==> src/rtl/mtr_drv_pkg.sv <==
// Shared constants, types and speed-to-duty helpers for the motor-drive back end.
package mtr_drv_pkg;

  localparam int PWM_W     = 11;
  localparam int OVR_CNT_W = 5;

  typedef logic [PWM_W-1:0] pwm_cnt_t;

  typedef struct packed {
    logic pwm1;
    logic pwm2;
  } pwm_pair_t;

  localparam pwm_cnt_t                 PWM_MID    = 11'd1024;
  localparam pwm_cnt_t                 NONOVERLAP = 11'h020;
  localparam pwm_cnt_t                 BLANK      = 11'd128;
  localparam pwm_cnt_t                 QUAL_START = NONOVERLAP + BLANK;
  localparam logic [OVR_CNT_W-1:0]     OVR_LIMIT  = 5'd16;
  localparam logic signed [11:0]       SPD_MAX    = 12'sd1023;
  localparam logic signed [11:0]       SPD_MIN    = -12'sd1024;

  function automatic logic signed [PWM_W-1:0] sat_spd(input logic signed [11:0] spd);
    logic signed [PWM_W-1:0] res;
    if (spd > SPD_MAX) begin
      res = SPD_MAX[PWM_W-1:0];
    end else if (spd < SPD_MIN) begin
      res = SPD_MIN[PWM_W-1:0];
    end else begin
      res = spd[PWM_W-1:0];
    end
    return res;
  endfunction

  // Offsetting by mid-scale maps -1024..+1023 onto 0..2047.
  function automatic pwm_cnt_t spd_to_duty(input logic signed [11:0] spd);
    return $unsigned(sat_spd(spd)) + PWM_MID;
  endfunction

endpackage

==> src/rtl/mtr_drv_pwm_dt.sv <==
// One H-bridge half-leg: period-latched duty register, dead-time PWM pair
// and leading-edge-blanked over-current qualification.
module pwm_dt
  import mtr_drv_pkg::*;
(
  input  logic                clk,
  input  logic                rst_n,
  input  pwm_cnt_t            cnt,
  input  logic signed [11:0]  spd,
  input  logic                shtdwn,
  input  logic                ovr_i,
  output logic                pwm1,
  output logic                pwm2,
  output logic                ovr_qual
);

  pwm_cnt_t       duty_d, duty_q;
  pwm_pair_t      drv_d, drv_q;
  logic [PWM_W:0] pwm2_start;

  // The low side starts one dead-time after duty; a start beyond 2047
  // simply never matches, so the low side stays off for that period.
  always_comb begin
    duty_d = duty_q;
    if (cnt == '1) begin
      duty_d = spd_to_duty(spd);
    end
    pwm2_start = {1'b0, duty_q} + {1'b0, NONOVERLAP};
    drv_d.pwm1 = !shtdwn && (cnt >= NONOVERLAP) && (cnt < duty_q);
    drv_d.pwm2 = !shtdwn && ({1'b0, cnt} >= pwm2_start);
  end

  always_ff @(posedge clk) begin
    if (!rst_n) begin
      duty_q <= PWM_MID;
      drv_q  <= '0;
    end else begin
      duty_q <= duty_d;
      drv_q  <= drv_d;
    end
  end

  assign pwm1     = drv_q.pwm1;
  assign pwm2     = drv_q.pwm2;
  assign ovr_qual = ovr_i && drv_q.pwm1 && (cnt >= QUAL_START);

endmodule

==> src/rtl/mtr_drv.sv <==
// Motor-drive back end: shared period counter, two dead-time PWM legs and
// the persistent over-current shutdown latch.
module mtr_drv
  import mtr_drv_pkg::*;
(
  input  logic               clk,
  input  logic               rst_n,
  input  logic signed [11:0] lft_spd,
  input  logic signed [11:0] rght_spd,
  input  logic               OVR_I_lft,
  input  logic               OVR_I_rght,
  output logic               PWM1_lft,
  output logic               PWM2_lft,
  output logic               PWM1_rght,
  output logic               PWM2_rght,
  output logic               PWM_synch,
  output logic               OVR_I_shtdwn
);

  pwm_cnt_t               cnt_d, cnt_q;
  logic                   synch_d, synch_q;
  logic                   ovr_seen_d, ovr_seen_q;
  logic [OVR_CNT_W-1:0]   ocnt_d, ocnt_q;
  logic                   shtdwn_d, shtdwn_q;
  logic                   qual_lft, qual_rght;
  logic                   ovr_now, period_end;

  // A period counts as faulty if either leg qualified an event anywhere in it,
  // including on the very last count; one clean period restarts the run.
  always_comb begin
    cnt_d      = cnt_q + 1'b1;
    synch_d    = (cnt_q == '0);
    period_end = (cnt_q == '1);
    ovr_now    = qual_lft || qual_rght;
    ovr_seen_d = ovr_seen_q || ovr_now;
    ocnt_d     = ocnt_q;
    if (period_end) begin
      ovr_seen_d = 1'b0;
      if (ovr_seen_q || ovr_now) begin
        ocnt_d = (ocnt_q >= OVR_LIMIT) ? ocnt_q : ocnt_q + 1'b1;
      end else begin
        ocnt_d = '0;
      end
    end
    shtdwn_d = shtdwn_q || (ocnt_q >= OVR_LIMIT);
  end

  always_ff @(posedge clk) begin
    if (!rst_n) begin
      cnt_q      <= '0;
      synch_q    <= 1'b0;
      ovr_seen_q <= 1'b0;
      ocnt_q     <= '0;
      shtdwn_q   <= 1'b0;
    end else begin
      cnt_q      <= cnt_d;
      synch_q    <= synch_d;
      ovr_seen_q <= ovr_seen_d;
      ocnt_q     <= ocnt_d;
      shtdwn_q   <= shtdwn_d;
    end
  end

  // Legs see the next shutdown state so the drives drop with the flag.
  pwm_dt u_lft (
    .clk      (clk),
    .rst_n    (rst_n),
    .cnt      (cnt_q),
    .spd      (lft_spd),
    .shtdwn   (shtdwn_d),
    .ovr_i    (OVR_I_lft),
    .pwm1     (PWM1_lft),
    .pwm2     (PWM2_lft),
    .ovr_qual (qual_lft)
  );

  pwm_dt u_rght (
    .clk      (clk),
    .rst_n    (rst_n),
    .cnt      (cnt_q),
    .spd      (rght_spd),
    .shtdwn   (shtdwn_d),
    .ovr_i    (OVR_I_rght),
    .pwm1     (PWM1_rght),
    .pwm2     (PWM2_rght),
    .ovr_qual (qual_rght)
  );

  assign PWM_synch    = synch_q;
  assign OVR_I_shtdwn = shtdwn_q;

endmodule

==> config.mk <==
export PLATFORM = sky130hd
export DESIGN_NAME = mtr_drv
export DESIGN_NICKNAME = d
export VERILOG_FILES = /design/src/rtl/mtr_drv_pkg.sv /design/src/rtl/mtr_drv_pwm_dt.sv /design/src/rtl/mtr_drv.sv
export SDC_FILE = /design/constraint.sdc
export NUM_CORES = 1
export LEC_CHECK = 0
export ABC_AREA = 0
export CAP_MARGIN = 40
export CORE_MARGIN = 1
export CORE_UTILIZATION = 38
export DETAILED_ROUTE_END_ITERATION = 8
export PLACE_DENSITY = 0.55
export SYNTH_ARGS = -nofsm -noshare
export SYNTH_HDL_FRONTEND = slang
export SYNTH_SLANG_ARGS = --single-unit
==> constraint.sdc <==
create_clock -name clk -period 2.2 [get_ports clk]
set_input_delay 0.33 -clock clk [delete_from_list [all_inputs] [get_ports clk]]
set_output_delay 0.33 -clock clk [all_outputs]
set_load 0.005 [all_outputs]
-- Word-level counts from Yosys, hierarchy flattened
Cells that the tools add are included.
- $add $sub $neg: 6
- muxes and demuxes: 8
- bitwise logic cells: 1
- div/mod/pow operators: 0
- reductions and logical operators: 16
- equality and inequality tests: 2
- shift operators: 0
- multiply operators: 0
- magnitude comparators: 11
- operators by type and width (cell ; number):
    11-bit two-way mux ; 6
    11-bit by 6-bit adder with 12-bit output (second input constant) ; 2
    11-bit by 12-bit greater-or-equal comparator with 1-bit output ; 2
    12-bit by 11-bit greater-than comparator with 1-bit output (second input constant) ; 2
    12-bit by 11-bit less-than comparator with 1-bit output (second input constant) ; 2
    11-bit adder (second input constant) ; 2
    11-bit less-than comparator ; 2
    11-bit by 1-bit adder with 11-bit output (second input constant) ; 1
    11-bit == test (second input constant) ; 1
    11-bit by 6-bit greater-or-equal comparator with 1-bit output (second input constant) ; 1
    11-bit by 8-bit greater-or-equal comparator with 1-bit output (second input constant) ; 1
    11-bit logical NOT ; 1
    5-bit two-way mux ; 2
    1-bit logical AND ; 9
    5-bit by 1-bit adder with 5-bit output (second input constant) ; 1
    5-bit greater-or-equal comparator (second input constant) ; 1
    1-bit logical OR ; 3
    2-bit inequality test (second input constant) ; 1
    2-bit AND reduction ; 1
    2-bit OR reduction ; 1
    1-bit logical NOT ; 1
    1-bit NOT ; 1
- latch bits: 0
- bits in writable memories: 0
- input bits: 28
- output and inout bits: 6
- bits in read-only memories: 0
- word-level logic and storage cells: 55
- memories: 0
- flip-flop bits (word level): 45

-- Longest topological paths before layout
Gate-level depths: netlist of run 1.
- depth in word-level cells: 6
- depth in mapped cells: 9

-- Cells and area by module
A second synthesis of run 1 with hierarchy kept.
- cells, all modules: 368
- area, all modules: 3074.2 um2
- by module, submodules not included (module ; cells each ; area each (um2) ; times used ; sequential area each (um2)):
    pwm_dt at u_lft ; 141 ; 1113.6 ; 1 ; 260.2
    pwm_dt at u_rght ; 138 ; 1098.6 ; 1 ; 260.2
    mtr_drv ; 89 ; 862.1 ; 1 ; 380.4

-- Worst setup path after synthesis of run 1
Ideal clock, no wire load.
- path kind: reg-to-reg
- from: register u_lft.duty_q[5]
- to: register u_lft.drv_q, in the netlist u_lft.pwm2
- path slack: 0.411 ns
- path buffers: 0
- clock period less this slack: 1.789 ns
- data arrival time: 1.663 ns
- data required time: 2.073 ns
- cell stages (with the launch flop): 10
- cell sequence: dfxtp_1 > ha_1 > nand3_1 > xnor2_1 > ha_1 > a21o_1 > a21oi_1 > o211ai_1 > a21oi_1 > a211oi_1
- cells in the longest elaborated chain, start to end: 3
- ends and longest elaborated chain (what ; line ; source):
    start: declaration ; mtr_drv_pwm_dt.sv:17 ; pwm_cnt_t duty_d, duty_q;
    start signal: assignment ; mtr_drv_pwm_dt.sv:38 ; duty_q <= duty_d;
    11-bit by 6-bit adder with 12-bit output ; mtr_drv_pwm_dt.sv:28 ; pwm2_start = {1'b0, duty_q} + {1'b0, NONOVERLAP};
    11-bit by 12-bit greater-or-equal comparator with 1-bit output ; mtr_drv_pwm_dt.sv:30 ; drv_d.pwm2 = !shtdwn && ({1'b0, cnt} >= pwm2_start);
    1-bit logical AND ; mtr_drv_pwm_dt.sv:30 ;
    end signal: assignment ; mtr_drv_pwm_dt.sv:39 ; drv_q <= drv_d;
    end: declaration ; mtr_drv_pwm_dt.sv:18 ; pwm_pair_t drv_d, drv_q;
Every way passes these cells.
A chain may end at the register's enable or synchronous reset.

-- Worst setup path after layout of run 1
- from: register u_lft.duty_q[6]
- to: register u_lft.drv_q, in the netlist u_lft.pwm2
Same word-level chain as after synthesis.

==> results of run 1 <==
==> state kept, by name, indices dropped and copies added, names as in the netlist <==
signal         flops
u_rght.pwm1        1
cnt_q             11
ovr_seen_q         1
OVR_I_shtdwn       1
PWM_synch          1
u_rght.duty_q     11
u_lft.pwm2         1
u_lft.duty_q      11
ocnt_q             5
u_rght.pwm2        1
u_lft.pwm1         1
==> stage by stage <==
step                      std cells  power (mW)
after floorplan                 318       0.908
after global placement          444       0.992
after detailed placement        444       0.993
after CTS                       452        1.57
after global routing            452        1.62
final                           452        1.54
==> critical path, delay by kind of cell (launching register included) <==
family	cells	cell delay [ns]
compound gates	5	0.73
fa+ha+maj	2	0.49
flops	1	0.38
xor+xnor	1	0.15
simple gates	1	0.12
==> repair_timing <==
action | in CTS | in global routing
hold buffers | 0 | 0
gates resized for setup | 0 | 2
setup endpoints to repair | 0 | 1
==> kinds of logic after synthesis <==
family / after synthesis / synth area share, %
adder cells (fa/ha/maj): 39 / 17.6
AO/OA/AOI/OAI: 87 / 21.7
buffers and inverters: 42 / 5.74
multiplexers: 1 / 0.361
XOR/XNOR: 15 / 4.74
flip-flops: 45 / 32.5
AND/OR/NAND/NOR: 89 / 17.3
==> cell usage in the layout, fill, tap and decap left out, types with 3 or more instances in the layout <==
| master | n |
|---|---|
| sky130_fd_sc_hd__dfxtp_1 | 44 |
| sky130_fd_sc_hd__a211oi_1 | 41 |
| sky130_fd_sc_hd__ha_1 | 39 |
| sky130_fd_sc_hd__clkdlybuf4s50_1 | 33 |
| sky130_fd_sc_hd__inv_1 | 29 |
| sky130_fd_sc_hd__nor2_1 | 25 |
| sky130_fd_sc_hd__a21oi_1 | 16 |
| sky130_fd_sc_hd__o21ai_0 | 12 |
| sky130_fd_sc_hd__xnor2_1 | 11 |
| sky130_fd_sc_hd__nand3_1 | 11 |
| sky130_fd_sc_hd__nor3_1 | 10 |
| sky130_fd_sc_hd__nand2_1 | 10 |
| sky130_fd_sc_hd__nand4_1 | 9 |
| sky130_fd_sc_hd__buf_4 | 9 |
| sky130_fd_sc_hd__clkbuf_8 | 7 |
| sky130_fd_sc_hd__nand2b_1 | 6 |
| sky130_fd_sc_hd__nor2b_1 | 4 |
| sky130_fd_sc_hd__xor2_1 | 4 |
| sky130_fd_sc_hd__or3_1 | 3 |
| sky130_fd_sc_hd__o211ai_1 | 3 |
| sky130_fd_sc_hd__a21o_1 | 3 |
==> worst paths after layout <==
path	end	slack, ns	cells past startpoint
hold reg to reg	u_rght.duty_q[4]	0.47	2
hold / removal	u_rght.duty_q[4]	0.47	2
setup / recovery	u_lft.pwm2	0.22	9
setup reg to reg	u_lft.pwm2	0.22	9
==> power by group <==
group / leakage [nW] / switching (mW) / internal (mW)
clock: 0.0542 / 0.285 / 0.284
sequential: 0.364 / 0.00737 / 0.820
combinational: 0.889 / 0.0661 / 0.0787
total: 1.31 / 0.358 / 1.18
==> per-layer routing <==
metal	track usage, %	part of all wire (%)	vias up
li1	-	-	1238
met1	25.6	55	1052
met2	26.1	43	28
met3	3.22	2.0	4
met4	3.87	0.71	0
met5	0	0	-
==> cell usage after synthesis (2+ instances only) <==
cell type	n
sky130_fd_sc_hd__a211o_1	2
sky130_fd_sc_hd__a211oi_1	41
sky130_fd_sc_hd__a21o_1	3
sky130_fd_sc_hd__a21oi_1	17
sky130_fd_sc_hd__and2_1	2
sky130_fd_sc_hd__buf_1	6
sky130_fd_sc_hd__clkbuf_1	6
sky130_fd_sc_hd__dfxtp_1	45
sky130_fd_sc_hd__ha_1	39
sky130_fd_sc_hd__inv_1	29
sky130_fd_sc_hd__nand2_1	10
sky130_fd_sc_hd__nand2b_1	6
sky130_fd_sc_hd__nand3_1	11
sky130_fd_sc_hd__nand4_1	9
sky130_fd_sc_hd__nor2_1	25
sky130_fd_sc_hd__nor2b_1	4
sky130_fd_sc_hd__nor3_1	10
sky130_fd_sc_hd__o211ai_1	3
sky130_fd_sc_hd__o21ai_0	12
sky130_fd_sc_hd__o31ai_1	2
sky130_fd_sc_hd__or3_1	3
sky130_fd_sc_hd__or4_1	2
sky130_fd_sc_hd__xnor2_1	11
sky130_fd_sc_hd__xor2_1	4
==> final cells by class <==
cell class | count | area share, %
Clock buffer | 7 | 2.86
Tap cell | 96 | 3.57
Timing Repair Buffer | 43 | 12.4
Inverter | 29 | 3.24
Multi-Input combinational cell | 231 | 50.9
Sequential cell | 45 | 26.8
Clock inverter | 1 | 0.149
==> flow_results.org, run 1 <==
** Timing
- Setup slack on the critical path of the routed design comes to about 0.22 ns.
- Setup violations remaining at the end of the flow were counted as 0.
- Relative max-transition margin :: approximately 50%
- For the final routed database, the setup TNS stands at 0 ns.
- The final max-slew violation count was 0.
- Hold is met by 0.475 ns.
- Shortest period the worst path allows :: 1.98 ns
- Tightest Pin Transition :: 0.745 ns
- Final setup skew :: 0.00439 ns
- Share of the clock period used by the worst path :: 90.1%
- Setup repair after global routing left no endpoint under its margin.
- Hold violation count in the final report :: 0
- Derived from the worst setup path, the maximum achievable clock frequency is 504 MHz.

** Clocking
- Clock tree synthesis inserted a total of 5 buffers.
- The clock passes through at most 2 buffers.
- The clock tree synthesis step divided the H-tree into 2 levels.
- In this run the post-CTS setup repair buffer count came out at 0.
- Skew-Pair Late Insertion Delay :: around 0.30 ns
- TritonCTS built the clock tree.
- After clock tree synthesis, the clock-pin slew on the worst setup and hold paths is 0.09 ns.
- Sink Count :: 45
- The tree is rooted in a sky130_fd_sc_hd__clkbuf_8.

** Cells and area
- Layout Area Growth over Synthesis :: 21.5%
- The layout has 713 filler cells.
- Summing all multi-input logic gate instances after layout gives 1710 sq um.
- Ratio of cells with drive above 1 in the final layout :: a little under 7%
- Once layout is done, the placed cells without fillers occupy 3360 sq um.
- The sequential cells in the finished layout cover a total of 902 sq um.
- Final nets :: 422
- Antenna cell count :: 0
- Core occupancy in the finished layout :: 48.7%

** Die
- Number of top-level design ports :: 34
- The core region is about 6900 sq um.
- Overall die width :: 87.4 microns
- Height of the die :: 87.4 microns
- Core Rows :: 30
- Die footprint :: between 7000 and 8000 sq um
- For this configuration, the core starts out at a cell density of 40.1%.

** Detailed routing
- Number of iterations in the first detailed-routing pass :: 4
- Drt wl/cell :: 13.6 microns
- Number of vias in the routed layout :: 2322
- Final routed wirelength across all metal layers :: just over 6 mm
- Detailed router's first-iteration violation count :: 137
- DRC :: 0
- Number of vias per cell after detailed routing :: 5.14
- The detail route stage leaves a number of antenna-violating nets equal to 0.

** Synthesis
- Cell taking the most area after synthesis :: sky130_fd_sc_hd__dfxtp_1
- Fraction of synthesized cell area taken by the top area cell type :: 32.5%
- In the synthesized netlist, the number of instances is 318.
- Top FF cell, synth :: sky130_fd_sc_hd__dfxtp_1
- Top area cells in the synthesized netlist :: sky130_fd_sc_hd__dfxtp_1 (33%), sky130_fd_sc_hd__ha_1 (18%), sky130_fd_sc_hd__a211oi_1 (11%), sky130_fd_sc_hd__inv_1 (3.9%), sky130_fd_sc_hd__xnor2_1 (3.5%)
- After synthesis, the share of flip-flops with an asynchronous set or reset is 0%.
- Number of enable flip-flop cells after synthesis :: 0
- Distinct cell type count of the synthesized netlist :: 40
- FF+latch count, synth :: 45
- For this run, the number of Yosys warnings is 0.
- For this run, the register share of the synthesized area comes to 32.5%.
- In this run the mean area of a mapped cell was 8.71 sq um.
- Netlist area before placement :: 2770 sq um
- Net Count, Synth :: 385

** Setup path
- CP max FO :: 4
- Most frequent cell on the critical path :: sky130_fd_sc_hd__ha_1
- STA puts the critical path data required time at 2.39 ns.
- For this design, the slowest cell found on the critical path is sky130_fd_sc_hd__dfxtp_1.
- STA classifies the critical path startpoint as a flop.
- Launch point of the worst path :: u_lft.duty_q[6]
- At the worst endpoint, the arrival time is approximately 2.2 ns.
- The largest single stage delay on the critical path is 0.38 ns.
- Walking the worst path, the cells encountered are ha_1 -> nand3_1 -> xnor2_1 -> ha_1 -> a21o_1 -> a21oi_2 -> o211ai_1 -> a21oi_1 -> a211oi_1.
- By startpoint and endpoint, the worst setup path is classified as flop to flop.
- STA classifies the critical path endpoint as a flop.
- Startpoint of the worst register-to-register path :: u_lft.duty_q[6]

** Power and ir drop
- For this design the ratio of total power to cell area is between 400 and 500 nW/um^2.
- Leakage dissipation :: 1.31 nW
- IR analysis of the VDD net gives a maximum drop of 265 uV.

** Place
- Timing analysis after detailed placement gives a worst setup slack of 0.130 ns.
- Once placement finished, the instance area stood at 3260 sq um.
- During placement, the flow inserted port buffers numbering 33.
- Routability-driven placement finished with a final weighted congestion of roughly 0.77.
- HPWL reported at the end of detailed placement :: 4.92 mm

** Global routing
- The via count of the first global-routing pass came to between 2000 and 2500.
- Entering global routing, the biggest net connects 35 pins.
- The first global-routing pass estimated 10.2 mm of wire.
- The initial antenna violation count is 0.
- Across every metal layer, demand over resource in global routing totals roughly 17%.
- For this run the aggregate overflow at the end of global routing stands at 0.

** Hold path
- Hold Startpoint :: u_rght.duty_q[4]
- Path type of the worst min-delay path :: flop to flop

** Status
- The flow ran to the end, and the final reports show no timing, DRC or antenna violations.

** Run
- Number of maximum-capacitance violations :: 0
Power figures use the tool's default switching activity.
==> run 2, diff against run 1 <==
- MAX_ROUTING_LAYER: default -> met4
- SETUP_SLACK_MARGIN: default -> 0.2
- SKIP_LAST_GASP: default -> 1
==> run 2 against run 1 <==
Sequential power is essentially flat; non-clock buffer count grew 3; final cell count grew 0.66%; die area is the same; power is essentially flat; worst setup slack gained 0.077 ns; highest routed layer unchanged.
==> flow_results.org, run 2 (same netlist as run 1, synthesis figures left out) <==
** Cells and area
- Final std cell area, no fill :: 3400 sq um (+1.1%)
- Layout Area Growth over Synthesis :: 22.8%
- Final nets :: 425 (+0.71%)
- The library cell used most frequently in the layout, excluding fill and tap cells, is sky130_fd_sc_hd__dfxtp_1.
- Layout fillers :: 713 (unchanged)
- The post-route non-filler standard cell count came to 455 (+0.66%).
- In the layout the commonest cells are sky130_fd_sc_hd__dfxtp_1 (42), sky130_fd_sc_hd__a211oi_1 (41), sky130_fd_sc_hd__ha_1 (38), sky130_fd_sc_hd__clkdlybuf4s50_1 (33), sky130_fd_sc_hd__inv_1 (29).
- Largest regs :: cnt_q x11, u_lft.duty_q x11, u_rght.duty_q x11
- Antenna cell count :: 0 (unchanged)
- The layout cell share with drive strength beyond 1 is 8.64% (+1.9 points).

** Place
- Pre-CTS setup slack :: 0.130 ns (unchanged)
- Post-detailed-placement cell area :: 3260 sq um (unchanged)
- Placed instance count :: 444 (unchanged)
- The estimated wirelength of the detail-placed design came to 4.92 mm (unchanged).
- The port buffer count came to 33 (unchanged).
- The final RePlAce weighted congestion came to 0.783 (+1.4%).

** Clocking
- The clock slew at the register clock pins of the worst setup and hold paths is 0.09 ns (about the same).
- The clock sink count came to 45 (unchanged).
- The total clock buffers created by CTS is 5 (unchanged).
- Skew-Pair Late Insertion Delay :: 0.30 ns (about the same)
- H-tree depth :: 2 (unchanged)
- The number of buffers on the longest clock path came to 2 (unchanged).
- The tree is rooted in a sky130_fd_sc_hd__clkbuf_8.
- Clock tree from TritonCTS :: yes

** Timing
- The tightest slew margin relative to the limit was 50.5% (+0.25 points).
- The final hold violation count came to 0 (unchanged).
- Share of the clock period used by the worst path :: 86.6% (-3.5 points)
- The final worst slack came to 0.295 ns (+0.0773 ns).
- Setup total negative slack :: 0 ns (unchanged)
- The final max-slew violation count was 0 (unchanged).
- Setup repair after global routing could not meet its margin everywhere.
- The worst hold margin was 0.474 ns (-0.000897 ns).
- The final number of setup-violating endpoints was 0 (unchanged).
- The clock period minus worst slack came to 1.91 ns (-0.0773 ns).
- Tightest Pin Transition :: 0.741 ns (-0.00378 ns)
- FMAX :: 525 MHz (+4.1%)
- The setup clock skew after layout came to 0.00628 ns (+0.00189 ns).

** Status
- Run status :: finished, final reports clean

** Detailed routing
- The post-detailed-route count of antenna-violating nets came to 0 (unchanged).
- Number of vias in the routed layout :: 2355 (+1.4%)
- Drt wl/cell :: 13.7 microns (+0.18%)
- Final routed wirelength across all metal layers :: 6.22 mm (+0.84%)
- DRC :: 0 (unchanged)
- The first-pass detailed-route iteration total was 4 (unchanged).
- The ratio of routed vias to standard cells is 5.18 (+0.75%).
- The initial DRC count is 102 (-26%).

** Setup path
- Walking the worst path, the cells encountered are ha_1 -> and4_1 -> nand4_4 -> or4_1 -> a21oi_1.
- The worst setup path is captured at a flop.
- Kind of launch point of the worst setup path :: flop
- Cell type of the slowest stage on the worst timing path :: sky130_fd_sc_hd__or4_1
- The setup path with the least slack is of type flop to flop.
- The data arrival time of the critical path was 2.14 ns (-0.03 ns).
- CP max FO :: 13 (+9)
- Crit-path max cell delay :: 0.56 ns (+0.18 ns)
- Crit path max-delay family :: simple AND/OR/NAND/NOR gates
- The combined buffer and inverter count along the critical path is 0 (unchanged).
- CP required :: 2.43 ns (+0.04 ns)

** Die
- Core Rows :: 30 (unchanged)
- The die height came to 87.4 microns (unchanged).
- Overall die width :: 87.4 microns (unchanged)
- Die footprint :: 7640 sq um (unchanged)
- Number of top-level design ports :: 34 (unchanged)
- Starting utilization of the core area :: 40.1% (unchanged)
- The floorplan core area is 6910 sq um (unchanged).

** Hold path
- The worst hold path belongs to the class flop to flop.

** Power and ir drop
- Leakage dissipation :: 1.32 nW (+1.3%)
- P per Cell Area :: 453 nW/um^2 (-1.0%)
- Worst ir drop on vdd :: 265 uV (about the same)

** Global routing
- Overflow left after global routing :: 0 (unchanged)
- Global-route wire length before repair :: 10.3 mm (+0.75%)
- GRT Overall Usage :: 18.0% (+0.61 points)
- Largest net degree at the start of global routing :: 35 (unchanged)
- Number of global-route vias before repair :: 2098 (+0.87%)
- Initial antenna violation count :: 0 (unchanged)

** Run
- Number of maximum-capacitance violations :: 0 (unchanged)
run 2: cell type report:
cell class / count / area, sq um / area share (%)
well taps: 96 / 120 / 3.53
repair buffers: 46 / 444 / 13.1
inverters: 29 / 109 / 3.20
clock inverters: 1 / 5.00 / 0.147
flip-flops and latches: 45 / 907 / 26.7
clock buffers: 7 / 96.3 / 2.83
multi-input cells: 231 / 1720 / 50.6
run 2: per-stage QoR:
| stage | utilization, % | power (mW) |
|---|---|---|
| finish | 49.3 | 1.54 |
| global route | 49.3 | 1.62 |
| CTS | 48.7 | 1.57 |
| detailed placement | 47.2 | 0.993 |
| global placement | 47.2 | 0.992 |
| floorplan | - | 0.908 |
run 2: routing by layer:
layer | global-route usage [%] | part of all wire (%)
met5 | - | 0
met4 | 3.87 | 0.72
met3 | 3.22 | 2.2
met2 | 26.3 | 43
met1 | 25.7 | 54
run 2: worst paths after layout:
kind,end,depth (start not counted),startpoint,slack [ns]
min,u_rght.duty_q[4],2,u_rght.duty_q[4],0.47
min reg2reg,u_rght.duty_q[4],2,u_rght.duty_q[4],0.47
max,ocnt_q[3],5,cnt_q[1],0.29
max reg2reg,ocnt_q[3],5,cnt_q[1],0.29
run 2: power breakdown:
| part | leakage (nW) | total, mW | internal (mW) | switching [mW] |
|---|---|---|---|---|
| Clock | 0.0542 | 0.571 | 0.284 | 0.286 |
| Sequential | 0.365 | 0.826 | 0.819 | 0.00737 |
| Combinational | 0.905 | 0.146 | 0.0787 | 0.0669 |
run 2: repair_timing:
action,4_1_cts,5_1_grt
setup buffers,0,3
hold buffers,0,0
gates resized for setup,2,6
pin swaps,0,2
setup endpoints to repair,1,8
hold endpoints to repair,0,0
run 2: worst reg2reg max path: stages, from the launching register on:
cell and delay [ns]:
sky130_fd_sc_hd__dfxtp_1 0.41, sky130_fd_sc_hd__ha_1 0.23, sky130_fd_sc_hd__and4_1 0.27, sky130_fd_sc_hd__nand4_4 0.22, sky130_fd_sc_hd__or4_1 0.57, sky130_fd_sc_hd__a21oi_1 0.15
==> run 3, diff against run 2 <==
- SKIP_LAST_GASP: 1 -> default
==> results of run 3 <==
Final layout, timing and power as in run 2 (identical DEF).
